$ cat src/rtl/muldiv_ctrl_pkg.sv
// Shared constants for the EX-stage multiply/divide sequencer.
// Op encodings, FSM state encodings and the HI/LO bus width.
package muldiv_ctrl_pkg;

    localparam logic [1:0] MULDIV_MULT  = 2'b00;
    localparam logic [1:0] MULDIV_MULTU = 2'b01;
    localparam logic [1:0] MULDIV_DIV   = 2'b10;
    localparam logic [1:0] MULDIV_DIVU  = 2'b11;

    localparam logic [2:0] S_IDLE     = 3'd0;
    localparam logic [2:0] S_MUL      = 3'd1;
    localparam logic [2:0] S_DIV_ZERO = 3'd2;
    localparam logic [2:0] S_DIV_ON   = 3'd3;
    localparam logic [2:0] S_DONE     = 3'd4;

    localparam int HILO_W = 64;

endpackage

$ cat src/rtl/muldiv_ctrl_if.sv
// EX-side request/result bundle for muldiv_ctrl.
// master = EX pipeline stage, slave = the sequencer.
interface muldiv_ctrl_if #(
    parameter int DATA_W = 32
);
    logic              flush;
    logic              op_valid;
    logic [1:0]        op;
    logic [DATA_W-1:0] src1;
    logic [DATA_W-1:0] src2;
    logic              accept;
    logic              stallreq;
    logic              result_valid;
    logic [DATA_W-1:0] hi;
    logic [DATA_W-1:0] lo;
    logic              busy;

    modport master (
        output flush, op_valid, op, src1, src2, accept,
        input  stallreq, result_valid, hi, lo, busy
    );

    modport slave (
        input  flush, op_valid, op, src1, src2, accept,
        output stallreq, result_valid, hi, lo, busy
    );
endinterface

$ cat src/rtl/muldiv_ctrl_div_core.sv
// One restoring shift-subtract divide step on unsigned magnitudes.
// Dividend bits are shifted out of the quotient register MSB-first.
module div_core #(
    parameter int DATA_W = 32
)(
    input  logic [DATA_W-1:0] i_rem,
    input  logic [DATA_W-1:0] i_quo,
    input  logic [DATA_W-1:0] i_dvs,
    output logic [DATA_W-1:0] o_rem,
    output logic [DATA_W-1:0] o_quo
);
    logic [DATA_W:0] w_shift;
    logic [DATA_W:0] w_diff;

    assign w_shift = {i_rem, i_quo[DATA_W-1]};
    assign w_diff  = w_shift - {1'b0, i_dvs};

    // A set MSB on the difference means the trial subtract borrowed.
    always_comb begin
        if (w_diff[DATA_W]) begin
            o_rem = w_shift[DATA_W-1:0];
            o_quo = {i_quo[DATA_W-2:0], 1'b0};
        end else begin
            o_rem = w_diff[DATA_W-1:0];
            o_quo = {i_quo[DATA_W-2:0], 1'b1};
        end
    end
endmodule

$ cat src/rtl/muldiv_ctrl.sv
// Multi-cycle MULT/MULTU/DIV/DIVU sequencer producing {hi,lo} for EX.
// Optional: MULDIV_DIV_EARLY_EXIT_EN short-circuits divides with |src1| < |src2|.
module muldiv_ctrl
    import muldiv_ctrl_pkg::*;
#(
    parameter int DATA_W = 32
)(
    input logic          clk,
    input logic          resetn,
    muldiv_ctrl_if.slave bus
);
    localparam int CNT_W = $clog2(DATA_W) + 1;
    localparam logic [CNT_W-1:0] LAST = CNT_W'(DATA_W - 1);

    logic [2:0]          r_state;
    logic [DATA_W-1:0]   r_a;
    logic [DATA_W-1:0]   r_b;
    logic                r_signed;
    logic                r_early;
    logic [DATA_W-1:0]   r_rem;
    logic [DATA_W-1:0]   r_quo;
    logic [DATA_W-1:0]   r_dvs;
    logic                r_qneg;
    logic                r_rneg;
    logic [CNT_W-1:0]    r_cnt;
    logic [DATA_W-1:0]   r_hi;
    logic [DATA_W-1:0]   r_lo;

    logic                w_neg1;
    logic                w_neg2;
    logic [DATA_W-1:0]   w_abs1;
    logic [DATA_W-1:0]   w_abs2;
    logic [2*DATA_W-1:0] w_ea;
    logic [2*DATA_W-1:0] w_eb;
    logic [2*DATA_W-1:0] w_prod;
    logic [DATA_W-1:0]   w_rem_nxt;
    logic [DATA_W-1:0]   w_quo_nxt;

    assign w_neg1 = ~bus.op[0] & bus.src1[DATA_W-1];
    assign w_neg2 = ~bus.op[0] & bus.src2[DATA_W-1];
    assign w_abs1 = w_neg1 ? -bus.src1 : bus.src1;
    assign w_abs2 = w_neg2 ? -bus.src2 : bus.src2;

    // Sign-extend to full width so one unsigned multiply serves both ops.
    assign w_ea   = {{DATA_W{r_signed & r_a[DATA_W-1]}}, r_a};
    assign w_eb   = {{DATA_W{r_signed & r_b[DATA_W-1]}}, r_b};
    assign w_prod = w_ea * w_eb;

    div_core #(.DATA_W(DATA_W)) u_div_core (
        .i_rem (r_rem),
        .i_quo (r_quo),
        .i_dvs (r_dvs),
        .o_rem (w_rem_nxt),
        .o_quo (w_quo_nxt)
    );

    always_ff @(posedge clk or negedge resetn) begin
        if (!resetn) begin
            r_state  <= S_IDLE;
            r_a      <= '0;
            r_b      <= '0;
            r_signed <= 1'b0;
            r_early  <= 1'b0;
            r_rem    <= '0;
            r_quo    <= '0;
            r_dvs    <= '0;
            r_qneg   <= 1'b0;
            r_rneg   <= 1'b0;
            r_cnt    <= '0;
            r_hi     <= '0;
            r_lo     <= '0;
        end else if (bus.flush) begin
            r_state <= S_IDLE;
        end else begin
            unique case (r_state)
                S_IDLE: begin
                    if (bus.op_valid) begin
                        r_a      <= bus.src1;
                        r_b      <= bus.src2;
                        r_signed <= ~bus.op[0];
                        r_early  <= 1'b0;
                        if (!bus.op[1]) begin
                            r_state <= S_MUL;
                        end else if (bus.src2 == '0) begin
                            r_state <= S_DIV_ZERO;
`ifdef MULDIV_DIV_EARLY_EXIT_EN
                        end else if (w_abs1 < w_abs2) begin
                            r_state <= S_DIV_ZERO;
                            r_early <= 1'b1;
`endif
                        end else begin
                            r_state <= S_DIV_ON;
                            r_rem   <= '0;
                            r_quo   <= w_abs1;
                            r_dvs   <= w_abs2;
                            r_qneg  <= w_neg1 ^ w_neg2;
                            r_rneg  <= w_neg1;
                            r_cnt   <= '0;
                        end
                    end
                end
                S_MUL: begin
                    if (!bus.op_valid) begin
                        r_state <= S_IDLE;
                    end else begin
                        {r_hi, r_lo} <= w_prod;
                        r_state      <= S_DONE;
                    end
                end
                // Shared by divide-by-zero and the early-exit shortcut.
                S_DIV_ZERO: begin
                    if (!bus.op_valid) begin
                        r_state <= S_IDLE;
                    end else begin
                        r_hi    <= r_a;
                        r_lo    <= r_early ? '0 : '1;
                        r_state <= S_DONE;
                    end
                end
                S_DIV_ON: begin
                    if (!bus.op_valid) begin
                        r_state <= S_IDLE;
                    end else begin
                        r_rem <= w_rem_nxt;
                        r_quo <= w_quo_nxt;
                        if (r_cnt == LAST) begin
                            r_hi    <= r_rneg ? -w_rem_nxt : w_rem_nxt;
                            r_lo    <= r_qneg ? -w_quo_nxt : w_quo_nxt;
                            r_state <= S_DONE;
                        end else begin
                            r_cnt <= r_cnt + 1'b1;
                        end
                    end
                end
                S_DONE: begin
                    if (bus.accept) r_state <= S_IDLE;
                end
                default: r_state <= S_IDLE;
            endcase
        end
    end

    assign bus.stallreq     = resetn & bus.op_valid & ~bus.flush
                              & (r_state != S_DONE);
    assign bus.result_valid = (r_state == S_DONE);
    assign bus.busy         = (r_state != S_IDLE);
    assign bus.hi           = r_hi;
    assign bus.lo           = r_lo;
endmodule

$ cat src/flat_wrapper.sv
// flat-port wrapper written by rule: the top's interface ports become plain ports
module muldiv_ctrl_flat import muldiv_ctrl_pkg::*;
#(
    parameter int DATA_W = 32
)
  (clk, resetn, bus_flush, bus_op_valid, bus_op, bus_src1, bus_src2, bus_accept, bus_stallreq, bus_result_valid, bus_hi, bus_lo, bus_busy);
  muldiv_ctrl_if #(.DATA_W(DATA_W)) bus_i ();
  input logic clk;
  input logic resetn;
  input wire logic [$bits(bus_i.flush)-1:0] bus_flush;
  input wire logic [$bits(bus_i.op_valid)-1:0] bus_op_valid;
  input wire logic [$bits(bus_i.op)-1:0] bus_op;
  input wire logic [$bits(bus_i.src1)-1:0] bus_src1;
  input wire logic [$bits(bus_i.src2)-1:0] bus_src2;
  input wire logic [$bits(bus_i.accept)-1:0] bus_accept;
  output wire logic [$bits(bus_i.stallreq)-1:0] bus_stallreq;
  output wire logic [$bits(bus_i.result_valid)-1:0] bus_result_valid;
  output wire logic [$bits(bus_i.hi)-1:0] bus_hi;
  output wire logic [$bits(bus_i.lo)-1:0] bus_lo;
  output wire logic [$bits(bus_i.busy)-1:0] bus_busy;
  assign bus_i.flush = bus_flush;
  assign bus_i.op_valid = bus_op_valid;
  assign bus_i.op = bus_op;
  assign bus_i.src1 = bus_src1;
  assign bus_i.src2 = bus_src2;
  assign bus_i.accept = bus_accept;
  assign bus_stallreq = bus_i.stallreq;
  assign bus_result_valid = bus_i.result_valid;
  assign bus_hi = bus_i.hi;
  assign bus_lo = bus_i.lo;
  assign bus_busy = bus_i.busy;
  muldiv_ctrl #(.DATA_W(DATA_W)) u_core (.clk(clk), .resetn(resetn), .bus(bus_i));
endmodule
$ cat config.mk
export PLATFORM = sky130hd
export DESIGN_NAME = muldiv_ctrl_flat
export DESIGN_NICKNAME = d
export VERILOG_FILES = /design/src/rtl/muldiv_ctrl_pkg.sv /design/src/rtl/muldiv_ctrl_if.sv /design/src/rtl/muldiv_ctrl_div_core.sv /design/src/rtl/muldiv_ctrl.sv /design/src/flat_wrapper.sv
export SDC_FILE = /design/constraint.sdc
export NUM_CORES = 2
export LEC_CHECK = 0
export BUFFER_PORTS_ARGS = -buffer_cell sky130_fd_sc_hd__clkbuf_2
export CORE_UTILIZATION = 60
export DETAILED_ROUTE_END_ITERATION = 12
export GPL_TIMING_DRIVEN = 0
export PLACE_DENSITY_LB_ADDON = 0.05
export SLEW_MARGIN = 20
export SYNTH_ARGS = -nofsm -noshare
export SYNTH_HDL_FRONTEND = slang
export SYNTH_SLANG_ARGS = --single-unit
export TNS_END_PERCENT = 5
$ cat constraint.sdc
create_clock -name clk -period 16.55 [get_ports clk]
set_input_delay 0.8275 -clock clk [delete_from_list [all_inputs] [get_ports clk]]
set_output_delay 0.8275 -clock clk [all_outputs]
set_load 0.01 [all_outputs]
## Yosys cells after proc, flatten, opt, wreduce, memory -nomap -nowiden

Index checks and enable logic that the tools add are counted.

- Mux-type cells: 41
- Bitwise logic cells: 11
- Reduce and logical (&&, ||, !) cells: 12
- Equal/unequal tests: 17
- Multipliers: 1
- Add/subtract/negate cells: 6

Operators by type and width:

| operator | count |
|---|---|
| two-way mux 32 bit | 21 |
| case mux 32 bit (3 select lines) | 2 |
| negation 32 bit | 4 |
| case mux 32 bit (2 select lines) | 2 |
| multiplier 33 x 33 -> 64 bit | 1 |
| subtractor 33 x 32 -> 33 bit | 1 |
| zero test 32 bit | 1 |
| two-way mux 6 bit | 5 |
| two-way mux 3 bit | 7 |
| != test 2 bit, second input constant | 7 |
| case mux 3 bit (4 select lines) | 1 |
| case mux 6 bit (2 select lines) | 1 |
| AND reduction 6 bit | 2 |
| != test 3 bit, second input constant | 3 |
| AND 1 bit | 7 |
| AND reduction 7 bit | 1 |
| adder 6 x 1 -> 6 bit, second input constant | 1 |
| equality test 3 x 2 -> 1 bit, second input constant | 2 |
| equality test 6 x 5 -> 1 bit, second input constant | 1 |
| AND reduction 3 bit | 2 |
| nonzero test 3 bit | 2 |
| AND reduction 5 bit | 1 |
| != test 4 x 3 -> 1 bit, second input constant | 1 |
| equality test 3 x 1 -> 1 bit, second input constant | 1 |
| 8 further kinds | 11 |

- Output and inout bits: 67
- Register bits: 236
- Logic and storage cells: 100

## Logic depth before layout (Yosys ltp)

- Word-level depth: 7
- Gate-level depth with buffers: 34
- Mapped depth without buffers: 31

## Modules after synthesis

From an unflattened synthesis, not the netlist that was laid out.

- Cells, all modules: 6067
- Area, all modules: 53256.1 sq um

Modules (own cells, without submodules):

| module | area each (sq um) | instances | cells an instance |
|---|---|---|---|
| muldiv_ctrl | 50664.8 | 1 | 5731 |
| div_core | 2591.2 | 1 | 336 |

## Least setup slack after synthesis

OpenSTA, ideal clock, no wires.

- Path type: reg-to-reg
- From: reg u_core.r_a[31]
- To: reg u_core.r_hi[31] (netlist: u_core.bus.hi[31])
- Setup time: 0.132 ns
- Period minus slack after synthesis: 8.028 ns
- Cell stages (with the launch flop): 32
- Setup slack: 8.522 ns
- Path buffers: 2
- Arrival: 7.896 ns
- Path through: dfrtp_1 > clkbuf_1 > and2_1 > clkbuf_1 > nand2_1 > inv_1 > fa_1 > fa_1 > fa_1 > inv_1 > fa_1 > inv_1 > fa_1 > fa_1 > fa_1 > inv_1 > fa_1 > inv_1 > ha_1 > a21oi_1 > o211ai_1 > or3_1 > a41oi_1 > o21ai_0 > a21o_1 > a311oi_1 > o21a_1 > nor3_1 > o22ai_1 > xnor2_1 > a221oi_1 > a21oi_1

- Word-level cells in the longest chain between the ends: 4
- Elaborated cells between the ends (all ways): 5

RTL lines:

| what | RTL line | RTL |
|---|---|---|
| from (decl) | muldiv_ctrl.sv:16 | `logic [DATA_W-1:0] r_a;` |
| from (signal assigned) | muldiv_ctrl.sv:78 | `r_a <= bus.src1;` |
| AND 1 bit | muldiv_ctrl.sv:45 | `assign w_ea = {{DATA_W{r_signed & r_a[DATA_W-1]}}, r_a};` |
| multiplier 33 x 33 -> 64 bit | muldiv_ctrl.sv:47 | `assign w_prod = w_ea * w_eb;` |
| two-way mux 32 bit | muldiv_ctrl.sv:103 | `if (!bus.op_valid) begin` |
| case mux 32 bit (3 select lines) (*) | muldiv_ctrl.sv:75 | `unique case (r_state)` |
| to (signal assigned) | muldiv_ctrl.sv:106 | `{r_hi, r_lo} <= w_prod;` |
| to (signal assigned) | muldiv_ctrl.sv:115 | `r_hi <= r_a;` |
| to (signal assigned) | muldiv_ctrl.sv:127 | `r_hi <= r_rneg ? -w_rem_nxt : w_rem_nxt;` |
| to (decl) | muldiv_ctrl.sv:26 | `logic [DATA_W-1:0] r_hi;` |

Mark *: on every way between the ends. The rest lies on a longest branch, timed or not. The select of a mux whose other input is x is not followed.
A chain may end at the register's enable or synchronous reset.

## Worst setup path after layout

- From: reg u_core.r_a[30]
- To: reg u_core.r_hi[30] (netlist: u_core.bus.hi[30])

- Word-level cells in the longest chain between the ends: 3
- Elaborated cells between the ends (all ways): 4

RTL lines:

| what | RTL line |
|---|---|
| multiplier 33 x 33 -> 64 bit | muldiv_ctrl.sv:47 |
| two-way mux 32 bit | muldiv_ctrl.sv:103 |
| case mux 32 bit (3 select lines) (*) | muldiv_ctrl.sv:75 |

Marked as above.

==> flow_summary_export.csv <==
group,metric,value,unit
sta,final_period_minus_worst_setup_slack,11.44,ns
detailed_routing,routed_wire_length_per_instance,27.8,um
logic_synthesis,number_of_distinct_library_cells_after_synthesis,81,
critical_path,timing.critical_path.max_delay_family,"adder cells",
layout,fillers,7651,
logic_synthesis,ys.warnings.count,0,
cts,worst_skew_pair.late_latency,0.56,ns
floorplan,chipWidth,299,um
logic_synthesis,synth_top_cell_area_share,0.426,
global_route,grt_remaining_overflow,0,
logic_synthesis,synth_edf_count,0,
cts,clk_pin_slew,0.07,ns
cts,tritoncts_num_sinks,236,
logic_synthesis,synth-seq-cells,236,
placement,gp_congestion,1.07,
layout,leading_cell_type_in_the_layout_fill_and_taps_excluded,"inv_1",
critical_path,buffering_stage_count_on_the_worst_path_with_inverters_included,6,
floorplan,die-area,89400,sq um
global_route,use_met1,0.613,
run_status,run_status,"complete, no violations",
floorplan,dieHeight,299,um
sta,rsz_0062_raised_after_global_routing,"no",
detailed_routing,drt_first_pass_iters,7,
logic_synthesis,synth_ff_type,"dfrtp_1",
floorplan,rows,108,
floorplan,floorplan.initialDensity,0.608,
floorplan,pin_count,138,
layout,final_net_count,7572,
global_route,first_global_vias,45500,
critical_path,critPathLaunchType,"register",
sta,report.final.setup_viol,0,
detailed_routing,drcViolationCount,0,
logic_synthesis,postSynthNetCount,7403,
cts,clock_tree.buffer_depth,3,
critical_path,highest_cell_delay_on_the_worst_timing_path,0.95,ns
critical_path,worst_path_most_repeated_cell,"fa_1",
critical_path,critPathArrivalTime,11.93,ns
cts,cts-htree-levels,1,
detailed_routing,detail_route.vias_per_cell,6.13,
global_route,grt.busiest_layer,"met2",
logic_synthesis,postSynthAreaPerCell,8.89,sq um
logic_synthesis,synthesis.instances,5957,
sta,timing.fmax,87.4,MHz
logic_synthesis,ys_async_sr_fraction,1.00,
critical_path,rrSetupSlack,5.11,ns
sta,fin_worst_skew,0.0175,ns
sta,worstMarginPinSlew,1.32,ns
logic_synthesis,ys_seq_area_frac,0.112,
cts,post_cts_hold_buffer_count,0,
global_route,grt_pass1_wl,300000,um
detailed_routing,via_count,44800,
placement,hpwlAfterDp,166000,um
logic_synthesis,synthTopCellsByArea,"fa_1 (43%), dfrtp_1 (11%), inv_1 (8.3%)",
detailed_routing,initialDrtViolationCount,5096,
critical_path,reg2reg_to,"u_core.bus.hi[30]",
global_route,antenna_found_initial,12,
detailed_routing,antenna_violating_nets_post_route,0,
critical_path,source_of_the_worst_register_to_register_timing_path,"u_core.r_a[30]",
cts,postCtsSetupRepairBufs,0,
cts,cts_resized,0,
sta,fin_tns_setup,0,ns
layout,layout_common_cells,"inv_1 (1,177), fa_1 (1,125), nand2_1 (929)",
cts,tritoncts,"done",
layout,syn_to_final_growth,5.89,%
placement,placement.io_buffers,137,
cts,cts-root-buf,"clkbuf_16",
critical_path,path_class,"register to register",
critical_path,cpMaxStageDelayCell,"clkbuf_1",
critical_path,worst_r2r_path_depth,29,
floorplan,core_region_area,87000,sq um
critical_path,cp-end-kind,"register",
global_route,grt_max_degree,86,
layout,drive_above_1_share,0.0492,
critical_path,critical_path_peak_fanout,10,
cts,cts_made_buffers,24,
global_route,globalRouteMet2Util,0.675,
sta,relSlewSlack,0.119,
sta,finalHoldViolations,0,
critical_path,crit_required,17.04,ns
sta,layout_worst_path_cycle_share,0.691,
logic_synthesis,synth_area_leader_cell,"fa_1",
sta,slew_violations,0,
global_route,track_usage,0.466,
worst_hold_path,hold_class,"primary input to asynchronous set/reset pin",
detailed_routing,finalWirelength,204000,um
logic_synthesis,mappedNetlistArea,52900,sq um
job,cap_violations,0,
global_route,grt_use_met3,0.147,
-- logic make-up (layout without fill, tap and decap cells) --
kind of cell	after synthesis	in the layout	synth area share
and+or+nand+nor	1754	1754	0.154
buffers and inverters	1540	1725	0.110
adders and majority gates	1375	1375	0.485
AOI/OAI and AO/OA	751	751	0.0868
DFF	236	236	0.112
xor gates and xnor gates	217	217	0.0363
muxes	84	84	0.0173
other	0	18	0
-- worst reg2reg max path, delay by kind of cell (launching register included) --
kind,cells,cell delay (ns)
compound gates,9,2.76
xor+xnor,1,0.29
fa+ha+maj,9,4.50
buf+inv,6,2.52
flops,1,0.33
simple gates,4,0.99
-- flip-flops by register name, indices dropped and copies added (netlist names) --
| signal | cells |
|---|---|
| u_core.bus.hi | 32 |
| u_core.bus.lo | 32 |
| u_core.r_a | 32 |
| u_core.r_b | 32 |
| u_core.r_dvs | 32 |
| u_core.r_quo | 32 |
| u_core.r_rem | 32 |
| u_core.r_cnt | 6 |
| u_core.r_state | 3 |
| u_core.r_qneg | 1 |
| u_core.r_rneg | 1 |
| u_core.r_signed | 1 |
-- how the worst max path moves through the flow --
| stage | startpoint | endpoint | slack [ns] | cells past startpoint |
|---|---|---|---|---|
| finish | u_core.r_a[30] | u_core.bus.hi[30] | 5.11 | 29 |
| global route | u_core.r_a[20] | u_core.bus.hi[28] | 5.03 | 30 |
| CTS | u_core.r_a[20] | u_core.bus.hi[30] | 5.63 | 31 |
| detailed placement | u_core.r_a[20] | u_core.bus.hi[30] | 5.65 | 31 |
| global placement | u_core.r_a[14] | u_core.bus.hi[21] | 5.54 | 30 |
| floorplan | u_core.r_a[31] | u_core.bus.hi[31] | 8.52 | 31 |
-- routing by layer --
| metal | wire length [um] | share of wire |
|---|---|---|
| met5 | 169 | 0.00083 |
| met3 | 26400 | 0.13 |
| met2 | 86000 | 0.42 |
| met1 | 75100 | 0.37 |
| met4 | 16000 | 0.078 |
-- per-stage QoR --
step / hold slack (ns) / setup slack [ns] / instances / utilization / cell area, sq um
final: 0.156 / 5.11 / 7315 / 0.644 / 56100
after global routing: 0.162 / 5.03 / 7298 / 0.644 / 56000
after CTS: 0.161 / 5.63 / 7296 / 0.643 / 56000
after detailed placement: 0.470 / 5.65 / 7254 / 0.634 / 55200
after global placement: 0.465 / 5.54 / 7249 / 0.633 / 55100
after floorplan: 0.450 / 8.52 / 5957 / - / 52900
-- cell type report --
type / instances / area (sq um) / share of cell area
Antenna cell: 18 / 45.0 / 0.000804
Buffer: 362 / 1390 / 0.0248
Clock buffer: 30 / 684 / 0.0122
Clock inverter: 12 / 115 / 0.00205
Inverter: 1178 / 4420 / 0.0789
Multi-Input combinational cell: 4181 / 41200 / 0.736
Sequential cell: 236 / 5910 / 0.105
Tap cell: 1155 / 1450 / 0.0258
Timing Repair Buffer: 143 / 808 / 0.0144
-- cell usage after synthesis, types with 6 or more instances --
cell / instances
o21ai_0: 247
clkbuf_1: 339
o21bai_1: 12
o221ai_1: 6
nor2b_1: 16
o21a_1: 16
nor2_1: 183
o211ai_1: 13
nor4_1: 21
ha_1: 249
a21o_1: 54
a31oi_1: 22
xnor2_1: 135
nand2_1: 929
a21oi_1: 218
nand3_1: 56
nand4_1: 17
nand3b_1: 6
a211oi_1: 14
o31ai_1: 29
nand2b_1: 24
o41ai_1: 10
inv_1: 1177
buf_1: 11
o22ai_1: 30
xor2_1: 81
buf_2: 9
and2_1: 356
nor3b_1: 9
or4_1: 13
dfrtp_1: 236
or3_1: 30
and3_1: 31
fa_1: 1126
mux2_2: 60
nor3_1: 34
a211o_1: 6
a221oi_1: 15
or2_2: 16
mux2i_1: 24
Power is not shown: default switching activity piles up to over one toggle a cycle in this logic, so the estimate is an artifact.
